[config.mk]
export PLATFORM = sky130hd
export DESIGN_NAME = ft245_fifo_responder
export DESIGN_NICKNAME = d
export VERILOG_FILES = /design/src/rtl/ft245_pkg.sv /design/src/rtl/ft245_fifo_responder_sync_fifo.sv /design/src/rtl/ft245_fifo_responder.sv
export SDC_FILE = /design/constraint.sdc
export NUM_CORES = 1
export LEC_CHECK = 0
export CAP_MARGIN = 20
export CORE_ASPECT_RATIO = 0.9
export CORE_MARGIN = 2
export CORE_UTILIZATION = 36
export CTS_CLUSTER_SIZE = 30
export DETAILED_ROUTE_END_ITERATION = 7
export PLACE_DENSITY = 0.6
export SLEW_MARGIN = 20
export SYNTH_ARGS = -nofsm -noshare
export SYNTH_HDL_FRONTEND = slang
export SYNTH_SLANG_ARGS = --single-unit
export TNS_END_PERCENT = 100
[constraint.sdc]
create_clock -name CLK -period 4.4 [get_ports CLK]
set_input_delay 1.1 -clock CLK [delete_from_list [all_inputs] [get_ports CLK]]
set_output_delay 1.1 -clock CLK [all_outputs]
set_load 0.02 [all_outputs]
[src/rtl/ft245_pkg.sv]
// Shared types and defaults for the FT245-style FIFO responder.
// Optional protocol checker is enabled with FT245_PROTO_CHECK_EN.
package ft245_pkg;

  typedef enum logic [1:0] {
    RX_IDLE = 2'd0,
    RX_READ = 2'd1,
    RX_HOLD = 2'd2
  } rx_state_t;

  typedef enum logic [1:0] {
    TX_IDLE  = 2'd0,
    TX_ARMED = 2'd1,
    TX_HOLD  = 2'd2
  } tx_state_t;

  localparam int FT245_RX_AW    = 4;
  localparam int FT245_TX_AW    = 4;
  localparam int FT245_RXF_HOLD = 3;
  localparam int FT245_TXE_HOLD = 3;

  localparam int ERR_UNDERRUN = 0;
  localparam int ERR_OVERRUN  = 1;
  localparam int ERR_CONFLICT = 2;

endpackage

[src/rtl/ft245_fifo_responder_sync_fifo.sv]
// Show-ahead synchronous FIFO with binary AW+1 bit pointers and a registered level.
module sync_fifo #(
  parameter int DW = 8,
  parameter int AW = 4
) (
  input  logic          CLK,
  input  logic          RSTN,
  input  logic          push,
  input  logic [DW-1:0] push_data,
  input  logic          pop,
  output logic [DW-1:0] head,
  output logic          full,
  output logic          empty,
  output logic [AW:0]   level,
  output logic [AW:0]   level_nxt
);

  localparam logic [AW:0] DEPTH = {1'b1, {AW{1'b0}}};
  localparam logic [AW:0] ZERO  = {(AW+1){1'b0}};

  logic [DW-1:0] mem_r [2**AW];
  logic [AW:0]   wr_ptr_r;
  logic [AW:0]   rd_ptr_r;
  logic [AW:0]   level_r;
  logic          push_ok_s;
  logic          pop_ok_s;
  logic [AW:0]   wr_ptr_nxt_s;
  logic [AW:0]   rd_ptr_nxt_s;

  assign full         = (level_r == DEPTH);
  assign empty        = (level_r == ZERO);
  assign push_ok_s    = push & ~full;
  assign pop_ok_s     = pop & ~empty;
  assign wr_ptr_nxt_s = wr_ptr_r + {{AW{1'b0}}, push_ok_s};
  assign rd_ptr_nxt_s = rd_ptr_r + {{AW{1'b0}}, pop_ok_s};
  assign level_nxt    = wr_ptr_nxt_s - rd_ptr_nxt_s;
  assign level        = level_r;
  assign head         = mem_r[rd_ptr_r[AW-1:0]];

  // storage write port
  always_ff @(posedge CLK) begin
    if (push_ok_s) begin
      mem_r[wr_ptr_r[AW-1:0]] <= push_data;
    end
  end

  // pointer and level registers
  always_ff @(posedge CLK or negedge RSTN) begin
    if (!RSTN) begin
      wr_ptr_r <= ZERO;
      rd_ptr_r <= ZERO;
      level_r  <= ZERO;
    end else begin
      wr_ptr_r <= wr_ptr_nxt_s;
      rd_ptr_r <= rd_ptr_nxt_s;
      level_r  <= level_nxt;
    end
  end

endmodule

[src/rtl/ft245_fifo_responder.sv]
// FT245-style FIFO device responder: RX/TX byte FIFOs behind RD/WR/RXF/TXE strobes.
// Define FT245_PROTO_CHECK_EN to add the sticky ERR[2:0] protocol checker output.
module ft245_fifo_responder
  import ft245_pkg::*;
#(
  parameter int RX_AW    = FT245_RX_AW,
  parameter int TX_AW    = FT245_TX_AW,
  parameter int RXF_HOLD = FT245_RXF_HOLD,
  parameter int TXE_HOLD = FT245_TXE_HOLD
) (
  input  logic         CLK,
  input  logic         RSTN,
  input  logic         RD,
  input  logic         WR,
  input  logic [7:0]   USB_DIN,
  output logic [7:0]   USB_DOUT,
  output logic         USB_OE,
  output logic         RXF,
  output logic         TXE,
  input  logic [7:0]   H_RX_DATA,
  input  logic         H_RX_VALID,
  output logic         H_RX_READY,
  output logic [7:0]   H_TX_DATA,
  output logic         H_TX_VALID,
  input  logic         H_TX_READY,
  output logic [RX_AW:0] RX_LEVEL,
  output logic [TX_AW:0] TX_LEVEL
`ifdef FT245_PROTO_CHECK_EN
  ,
  output logic [2:0]   ERR
`endif
);

  localparam logic [RX_AW:0] RX_DEPTH = {1'b1, {RX_AW{1'b0}}};
  localparam logic [TX_AW:0] TX_DEPTH = {1'b1, {TX_AW{1'b0}}};
  localparam logic [RX_AW:0] RX_ZERO  = {(RX_AW+1){1'b0}};
  localparam logic [TX_AW:0] TX_ZERO  = {(TX_AW+1){1'b0}};
  localparam logic [7:0]     RX_LOAD  = 8'(RXF_HOLD - 1);
  localparam logic [7:0]     TX_LOAD  = 8'(TXE_HOLD - 1);

  logic rd_q_r, wr_q_r;
  logic rd_fall_s, wr_fall_s, wr_rise_s;

  rx_state_t rx_state_r, rx_state_nxt_s;
  tx_state_t tx_state_r, tx_state_nxt_s;
  logic [7:0] rx_cnt_r, rx_cnt_nxt_s;
  logic [7:0] tx_cnt_r, tx_cnt_nxt_s;

  logic       rxf_r, txe_r, oe_r, rx_ready_r, tx_valid_r;
  logic [7:0] dout_r, din_r;

  logic             rx_push_s, rx_pop_s, rx_full_s, rx_empty_s;
  logic [7:0]       rx_head_s;
  logic [RX_AW:0]   rx_level_s, rx_level_nxt_s;
  logic             tx_push_s, tx_pop_s, tx_full_s, tx_empty_s;
  logic [TX_AW:0]   tx_level_s, tx_level_nxt_s;

  assign rd_fall_s = rd_q_r & ~RD;
  assign wr_fall_s = wr_q_r & ~WR;
  assign wr_rise_s = ~wr_q_r & WR;

  assign rx_push_s = H_RX_VALID & rx_ready_r & ~rx_full_s;
  assign rx_pop_s  = (rx_state_r == RX_IDLE) & rd_fall_s & ~rxf_r & ~rx_empty_s;
  // A fall seen in IDLE covers a rise that arrived while TXE was still held high.
  assign tx_push_s = ((tx_state_r == TX_IDLE) | (tx_state_r == TX_ARMED)) &
                     wr_fall_s & ~txe_r & ~tx_full_s;
  assign tx_pop_s  = tx_valid_r & H_TX_READY & ~tx_empty_s;

  sync_fifo #(.DW(8), .AW(RX_AW)) u_rx_fifo (
    .CLK       (CLK),
    .RSTN      (RSTN),
    .push      (rx_push_s),
    .push_data (H_RX_DATA),
    .pop       (rx_pop_s),
    .head      (rx_head_s),
    .full      (rx_full_s),
    .empty     (rx_empty_s),
    .level     (rx_level_s),
    .level_nxt (rx_level_nxt_s)
  );

  sync_fifo #(.DW(8), .AW(TX_AW)) u_tx_fifo (
    .CLK       (CLK),
    .RSTN      (RSTN),
    .push      (tx_push_s),
    .push_data (din_r),
    .pop       (tx_pop_s),
    .head      (H_TX_DATA),
    .full      (tx_full_s),
    .empty     (tx_empty_s),
    .level     (tx_level_s),
    .level_nxt (tx_level_nxt_s)
  );

  // RX strobe FSM next-state
  always_comb begin
    rx_state_nxt_s = rx_state_r;
    rx_cnt_nxt_s   = rx_cnt_r;
    case (rx_state_r)
      RX_IDLE: begin
        if (rx_pop_s) rx_state_nxt_s = RX_READ;
        else          rx_state_nxt_s = RX_IDLE;
      end
      RX_READ: begin
        if (RD) begin
          rx_state_nxt_s = RX_HOLD;
          rx_cnt_nxt_s   = RX_LOAD;
        end else begin
          rx_state_nxt_s = RX_READ;
        end
      end
      RX_HOLD: begin
        if (rx_cnt_r == 8'd0) rx_state_nxt_s = RX_IDLE;
        else                  rx_cnt_nxt_s   = rx_cnt_r - 8'd1;
      end
      default: rx_state_nxt_s = RX_IDLE;
    endcase
  end

  // TX strobe FSM next-state
  always_comb begin
    tx_state_nxt_s = tx_state_r;
    tx_cnt_nxt_s   = tx_cnt_r;
    case (tx_state_r)
      TX_IDLE, TX_ARMED: begin
        if (wr_fall_s) begin
          tx_state_nxt_s = TX_HOLD;
          tx_cnt_nxt_s   = TX_LOAD;
        end else if (wr_rise_s) begin
          tx_state_nxt_s = TX_ARMED;
        end else begin
          tx_state_nxt_s = tx_state_r;
        end
      end
      TX_HOLD: begin
        if (tx_cnt_r == 8'd0) tx_state_nxt_s = TX_IDLE;
        else                  tx_cnt_nxt_s   = tx_cnt_r - 8'd1;
      end
      default: tx_state_nxt_s = TX_IDLE;
    endcase
  end

  // Flags are registered from next-state so they match the FIFOs one edge later.
  always_ff @(posedge CLK or negedge RSTN) begin
    if (!RSTN) begin
      rd_q_r     <= 1'b1;
      wr_q_r     <= 1'b0;
      rx_state_r <= RX_IDLE;
      tx_state_r <= TX_IDLE;
      rx_cnt_r   <= 8'd0;
      tx_cnt_r   <= 8'd0;
      rxf_r      <= 1'b1;
      txe_r      <= 1'b1;
      oe_r       <= 1'b0;
      dout_r     <= 8'd0;
      din_r      <= 8'd0;
      rx_ready_r <= 1'b0;
      tx_valid_r <= 1'b0;
    end else begin
      rd_q_r     <= RD;
      wr_q_r     <= WR;
      rx_state_r <= rx_state_nxt_s;
      tx_state_r <= tx_state_nxt_s;
      rx_cnt_r   <= rx_cnt_nxt_s;
      tx_cnt_r   <= tx_cnt_nxt_s;
      rxf_r      <= (rx_state_nxt_s == RX_IDLE) ? (rx_level_nxt_s == RX_ZERO) : 1'b1;
      txe_r      <= (tx_state_nxt_s == TX_HOLD) ? 1'b1 : (tx_level_nxt_s == TX_DEPTH);
      oe_r       <= ~RD;
      dout_r     <= rx_pop_s ? rx_head_s : dout_r;
      din_r      <= WR ? USB_DIN : din_r;
      rx_ready_r <= (rx_level_nxt_s != RX_DEPTH);
      tx_valid_r <= (tx_level_nxt_s != TX_ZERO);
    end
  end

`ifdef FT245_PROTO_CHECK_EN
  logic [2:0] err_r;

  // sticky protocol violation flags
  always_ff @(posedge CLK or negedge RSTN) begin
    if (!RSTN) begin
      err_r <= 3'b000;
    end else begin
      err_r[ERR_UNDERRUN] <= err_r[ERR_UNDERRUN] | (rd_fall_s & rxf_r);
      err_r[ERR_OVERRUN]  <= err_r[ERR_OVERRUN]  | (wr_fall_s & (txe_r | tx_full_s));
      err_r[ERR_CONFLICT] <= err_r[ERR_CONFLICT] | (~RD & WR);
    end
  end

  assign ERR = err_r;
`endif

  assign USB_DOUT   = dout_r;
  assign USB_OE     = oe_r;
  assign RXF        = rxf_r;
  assign TXE        = txe_r;
  assign H_RX_READY = rx_ready_r;
  assign H_TX_VALID = tx_valid_r;
  assign RX_LEVEL   = rx_level_s;
  assign TX_LEVEL   = tx_level_s;

endmodule

Word level (Yosys, flattened, before mapping)
Memories as Yosys holds them, arrays and structs flattened. A register that Yosys moved wholly into a read port is not among the register bits.
Index checks and enable logic that the tools add are counted.
- mux-type cells: 20
- equal/unequal tests: 13
- shift operators: 0
- div/mod/pow operators: 0
- reduce and logical (&&, ||, !) cells: 15
- add/subtract/negate cells: 8
- magnitude comparators: 0
- bitwise gates (word level): 27
- $mul: 0
- operators by type and width (operator ; count):
    two-way mux 8 bit ; 4
    one-hot mux 8 bit (2 select lines) ; 2
    adder 5 x 1 -> 5 bit ; 4
    AND 1 bit ; 17
    logical NOT 8 bit ; 2
    subtractor 8 x 1 -> 8 bit, second input constant ; 2
    equality test 5 bit, second input constant ; 3
    logical NOT 5 bit ; 3
    two-way mux 2 bit ; 5
    subtractor 5 bit ; 2
    NOT 1 bit ; 9
    != test 2 bit, second input constant ; 4
    two-way mux 1 bit ; 7
    equality test 2 bit, second input constant ; 3
    logical NOT 2 bit ; 3
    one-hot mux 2 bit (3 select lines) ; 1
    AND reduction 3 bit ; 2
    != test 5 bit, second input constant ; 1
    nonzero test 5 bit ; 1
    equality test 2 x 1 -> 1 bit, second input constant ; 2
    one-hot mux 2 bit (2 select lines) ; 1
    nonzero test 2 bit ; 2
    OR reduction 2 bit ; 1
    logical NOT 1 bit ; 1
    bitwise OR 1 bit ; 1
- word-level logic and storage cells: 103
- bits in latches: 0
- memories kept: 2
- input port bits: 22
- register bits: 65
- memory bits (read-only): 0
- RAM bits: 256
- memory list (memory ; words ; bits a word ; rd ports ; clocked after memory_dff ; write ports ; line ; RTL):
    u_rx_fifo.mem_r ; 16 ; 8 ; 1 ; 1 ; 1 ; ft245_fifo_responder_sync_fifo.sv:21 ; logic [DW-1:0] mem_r [2**AW];
    u_tx_fifo.mem_r ; 16 ; 8 ; 1 ; 0 ; 1 ; ft245_fifo_responder_sync_fifo.sv:21 ;

Logic depth before layout (Yosys ltp)
- depth after elaboration: 10
- depth in mapped cells: 14
- gate-level depth less buffers: 14

Hierarchy
Synthesis repeated with hierarchy kept, for this count alone.
- cell total of the unflattened synthesis: 729
- area total of the unflattened synthesis: 13396.6 sq um
- by module, submodules not included (module ; area an instance (sq um) ; instances ; cells each):
    sync_fifo ; 5720.5 ; 2 ; 280
    ft245_fifo_responder ; 1955.6 ; 1 ; 169

Least setup slack after synthesis
Ideal clock, no wire load.
- path type: input -> register
- start: input port RD
- end: register rxf_r (netlist: RXF)
- data arrival time: 3.393 ns
- setup slack: 0.922 ns
- cell stages on the path: 14
- path buffers: 0
- required time: 4.316 ns
- setup time: 0.084 ns
- cells stage by stage: nand2b_1 -> nor4_1 -> o21ai_1 -> inv_1 -> ha_1 -> ha_1 -> xor2_1 -> inv_1 -> ha_1 -> a21o_1 -> a31oi_1 -> xnor2_1 -> or3_1 -> o2111ai_1
- cells in the longest elaborated chain, start to end: 10
- elaborated cells on any way between the ends: 14
- ends and longest elaborated chain (item ; line ; RTL):
    from (decl) ; ft245_fifo_responder.sv:13 ; input logic RD,
    NOT 1 bit ; ft245_fifo_responder.sv:58 ; assign rd_fall_s = rd_q_r & ~RD;
    AND 1 bit ; ft245_fifo_responder.sv:58 ;
    AND 1 bit (3 in series) ; ft245_fifo_responder.sv:63 ; assign rx_pop_s = (rx_state_r == RX_IDLE) & rd_fall_s & ~rxf_r & ~rx_empty_s;
    via rx_pop_s ; ft245_fifo_responder.sv:52 ; logic rx_push_s, rx_pop_s, rx_full_s, rx_empty_s;
    AND 1 bit ; ft245_fifo_responder_sync_fifo.sv:33 ; assign pop_ok_s = pop & ~empty;
    adder 5 x 1 -> 5 bit ; ft245_fifo_responder_sync_fifo.sv:35 ; assign rd_ptr_nxt_s = rd_ptr_r + {{AW{1'b0}}, pop_ok_s};
    via u_rx_fifo.rd_ptr_nxt_s[2] ; ft245_fifo_responder_sync_fifo.sv:28 ; logic [AW:0] rd_ptr_nxt_s;
    subtractor 5 bit ; ft245_fifo_responder_sync_fifo.sv:36 ; assign level_nxt = wr_ptr_nxt_s - rd_ptr_nxt_s;
    via rx_level_nxt_s[3] ; ft245_fifo_responder.sv:54 ; logic [RX_AW:0] rx_level_s, rx_level_nxt_s;
    logical NOT 5 bit ; ft245_fifo_responder.sv:166 ; rxf_r <= (rx_state_nxt_s == RX_IDLE) ? (rx_level_nxt_s == RX_ZERO) : 1'b1;
    two-way mux 1 bit ; ft245_fifo_responder.sv:166 ;
    to (signal assigned) ; ft245_fifo_responder.sv:166 ;
    to (decl) ; ft245_fifo_responder.sv:49 ; logic rxf_r, txe_r, oe_r, rx_ready_r, tx_valid_r;
The timed path passes the listed nets, and every way through them passes these cells.
A chain may end at the register's enable or synchronous reset.

Worst setup path after layout
- start: register u_tx_fifo.rd_ptr_r[0]
- end: output port H_TX_DATA[2]
- cells in the longest elaborated chain, start to end: 1
- ends and longest elaborated chain (item ; line ; RTL):
    from (decl) ; ft245_fifo_responder_sync_fifo.sv:23 ; logic [AW:0] rd_ptr_r;
    from (signal assigned) ; ft245_fifo_responder_sync_fifo.sv:55 ; rd_ptr_r <= rd_ptr_nxt_s;
    memory (16 x 8 bit) ; n/a ;
    to (decl) ; ft245_fifo_responder.sv:23 ; output logic [7:0] H_TX_DATA,
No other way between the ends.

==> run_results.csv <==
group,metric,value,unit
sta,post-route-period-util,91.2,%
power,peakVddDrop,0.284,mV
cts,cts_max_path_buffers,3,
die,coreArea,0.0359,sq mm
drt,via_per_inst,4.94,
die,start_util,36.4,%
placement,io_buffers,52,
global_routing,gr-usage-all-layers,14.0,%
layout,multi_input_area,0.00332,sq mm
cts,cts_buffers,35,
status,status,"complete, no violations",
sta,finalSetupViolCount,0,
yosys,ys.warnings.count,0,
sta,hold_viol_final,0,
die,die_height,185,microns
layout,finish.instance_area,0.0154,sq mm
power,intPower,6930,uW
critical_path,criticalPathCategory,"reg2out",
worst_hold_path,hold_path.class,"reg2reg",
drt,ant_nets,0,
yosys,synthCells,692,
layout,regArea,0.00952,sq mm
power,p_leak,0.00524,uW
die,die_w,205,microns
layout,nFillCells,3144,
layout,area_growth,18.0,%
cts,htree_num_levels,2,
critical_path,crit_arrival,2910,ps
die,num_rows,66,
cts,tritoncts,"built",
layout,finish.utilization,42.9,%
layout,drive_gt1_share,21.0,%
drt,first_pass_iters,4,
sta,skew,23.4,ps
yosys,syn_area_per_cell,18.9,sq um
layout,fin_nets,827,
yosys,synth_area_leaders,"edfxtp_1 (59%), dfrtp_1 (13%), mux4_2 (12%), ha_1 (1.9%), xnor2_1 (1.4%)",
yosys,synth_largest_area_cell,"edfxtp_1",
die,dieArea,0.0378,sq mm
yosys,syn_nets,736,
yosys,async_flop_share,22.2,%
layout,diodes,0,
sta,rsz0062_at_grt,"false",
cts,cts_hold_buf,0,
sta,max_freq,249,MHz
critical_path,worst_ep_required_time,3300,ps
yosys,yosysTopAreaCellShare,58.8,%
critical_path,startpoint_type,"flop",
cts,cts_setup_buffers,0,
drt,num_vias,6346,
cts,clock_sinks,329,
power,p_sw_share,30.7,%
drt,drc,0,
drt,finalWirelength,25200,microns
yosys,synth_ff_type,"edfxtp_1",
drt,wl_per_cell,19.6,microns
global_routing,grt_pass1_wl,39400,microns
sta,slew_headroom,36.7,%
power,power,10000,uW
global_routing,grt_pass1_vias,6701,
drt,drt_iter0_markers,419,
placement,hpwl,16200,microns
critical_path,path_max_fanout,15,
yosys,synth-seq-area-share,72.9,%
cts,cts_resized,0,
critical_path,worstSetupEndpointType,"output pin",
die,io_pins,53,
run,drv_cap,0,
yosys,yosysUniqueCellTypes,50,
sta,tightest_slew,949,ps
yosys,synth_edf_count,256,
cts,root_buffer,"clkbuf_16",
cts,clkTransAtPathRegs,60,ps
power,power_switching,3070,uW
power,power_density,649,mW/mm^2
power,pwr-share-clk,28.6,%
global_routing,grt_max_degree,74,
placement,place_congestion,0.735,
placement,place_area,0.0143,sq mm
power,combinationalPowerShare,29.6,%
sta,finalSetupTns,0,ps
sta,holdWs,451,ps
yosys,ys_ff_latch,329,
sta,slew_violations,0,
power,pwr-share-seq,41.8,%
global_routing,grt_overflow,0,
yosys,syn_area,0.0131,sq mm
global_routing,antenna_found_initial,0,
sta,fin_crit,4010,ps
cts,insertion_delay,540,ps
==> metrics by stage <==
| stage | setup WS [ps] | cells |
|---|---|---|
| finish | 387 | 1285 |
| global route | 277 | 1285 |
| CTS | 335 | 1285 |
| detailed placement | 191 | 1222 |
| global placement | 265 | 1222 |
| floorplan | 922 | 692 |
==> power groups by stage <==
stage	clock [uW]	sequential [uW]	combinational, uW
after global placement	0	4240	2980
after floorplan	0	4170	2080
after detailed placement	0	4250	3020
after CTS	2930	4190	3030
after global routing	3070	4240	3260
final	2860	4180	2960
==> critical path, cell delays in order, from the launching register on <==
cell and delay, ps:
dfrtp_2 540, buf_12 230, mux4_2 550, mux4_2 500
clkdlybuf4s50_1 560
==> registers in the layout (all words and copies together) (netlist names), 2 cells and up <==
name	count
rx_cnt_r	8
din_r	8
u_rx_fifo.rd_ptr_r	5
u_rx_fifo.level	5
USB_DOUT	8
u_tx_fifo.mem_r	128
u_tx_fifo.level	5
tx_cnt_r	8
tx_state_r	2
u_tx_fifo.wr_ptr_r	5
u_rx_fifo.mem_r	128
rx_state_r	2
u_rx_fifo.wr_ptr_r	5
u_tx_fifo.rd_ptr_r	5
==> synth_stat cells, drive strengths merged, types with 8 or more instances <==
master	number
mux2i	16
inv	28
ha	20
mux2	8
xnor2	21
nor4	9
dfrtp	70
nand3	13
nor2	40
edfxtp	256
buf	9
mux4	72
nor3	11
nand2b	10
clkbuf	19
o221ai	8
nand2	21
==> final cells by class <==
cell class / instances / share of cell area [%]
clock inverter: 18 / 1.32
multi-input combinational: 307 / 21.5
inverter: 28 / 0.682
clock buffer: 45 / 5.93
tap: 476 / 3.86
timing repair buffer: 82 / 4.90
sequential: 329 / 61.8
==> layout by cell type (no fill, tap or decap), types with 5 or more instances in the layout <==
cell type and instances:
edfxtp_1 256, mux4_2 72, dfrtp_1 68, clkdlybuf4s50_1 51, nor2_1 40, clkbuf_16 35, buf_4 30, inv_1 28
nand2_1 21, xnor2_1 21, ha_1 20, mux2i_1 16, nand3_1 13, nor3_1 11, nand2b_1 10, clkbuf_1 10
nor4_1 9, mux2_2 8, o221ai_1 8, xor2_1 6, a21oi_1 5, clkinv_1 5, clkinv_2 5
==> worst paths after layout <==
| kind | cells after the start | startpoint | slack (ps) | endpoint |
|---|---|---|---|---|
| worst max-delay path | 4 | u_tx_fifo.rd_ptr_r[0] | 390 | H_TX_DATA[2] |
| worst min-delay path | 1 | tx_state_r[1] | 450 | tx_state_r[0] |
| worst max register to register | 13 | u_rx_fifo.level[1] | 1070 | RXF |
| worst min register to register | 1 | tx_state_r[1] | 450 | tx_state_r[0] |
| max in group asynchronous | 1 | RSTN | 3000 | u_rx_fifo.rd_ptr_r[0] |
| min in group asynchronous | 1 | RSTN | 730 | u_rx_fifo.level[0] |
==> logic make-up after synthesis <==
logic type | share of synthesized area (%)
buf+inv | 1.75
mux | 14.3
simple gates | 4.54
compound gates | 2.50
xor+xnor | 1.81
fa+ha+maj | 2.22
flops | 72.9
==> layer usage <==
| metal | up-vias | GRT usage, % | share of wire [%] |
|---|---|---|---|
| li1 | 2920 | - | - |
| met1 | 3272 | 18.2 | 44 |
| met2 | 121 | 24.0 | 50 |
| met3 | 33 | 2.55 | 4.1 |
| met4 | 0 | 3.71 | 1.6 |
| met5 | - | 0 | 0 |
Note: power is estimated with default switching activity, not from simulation.
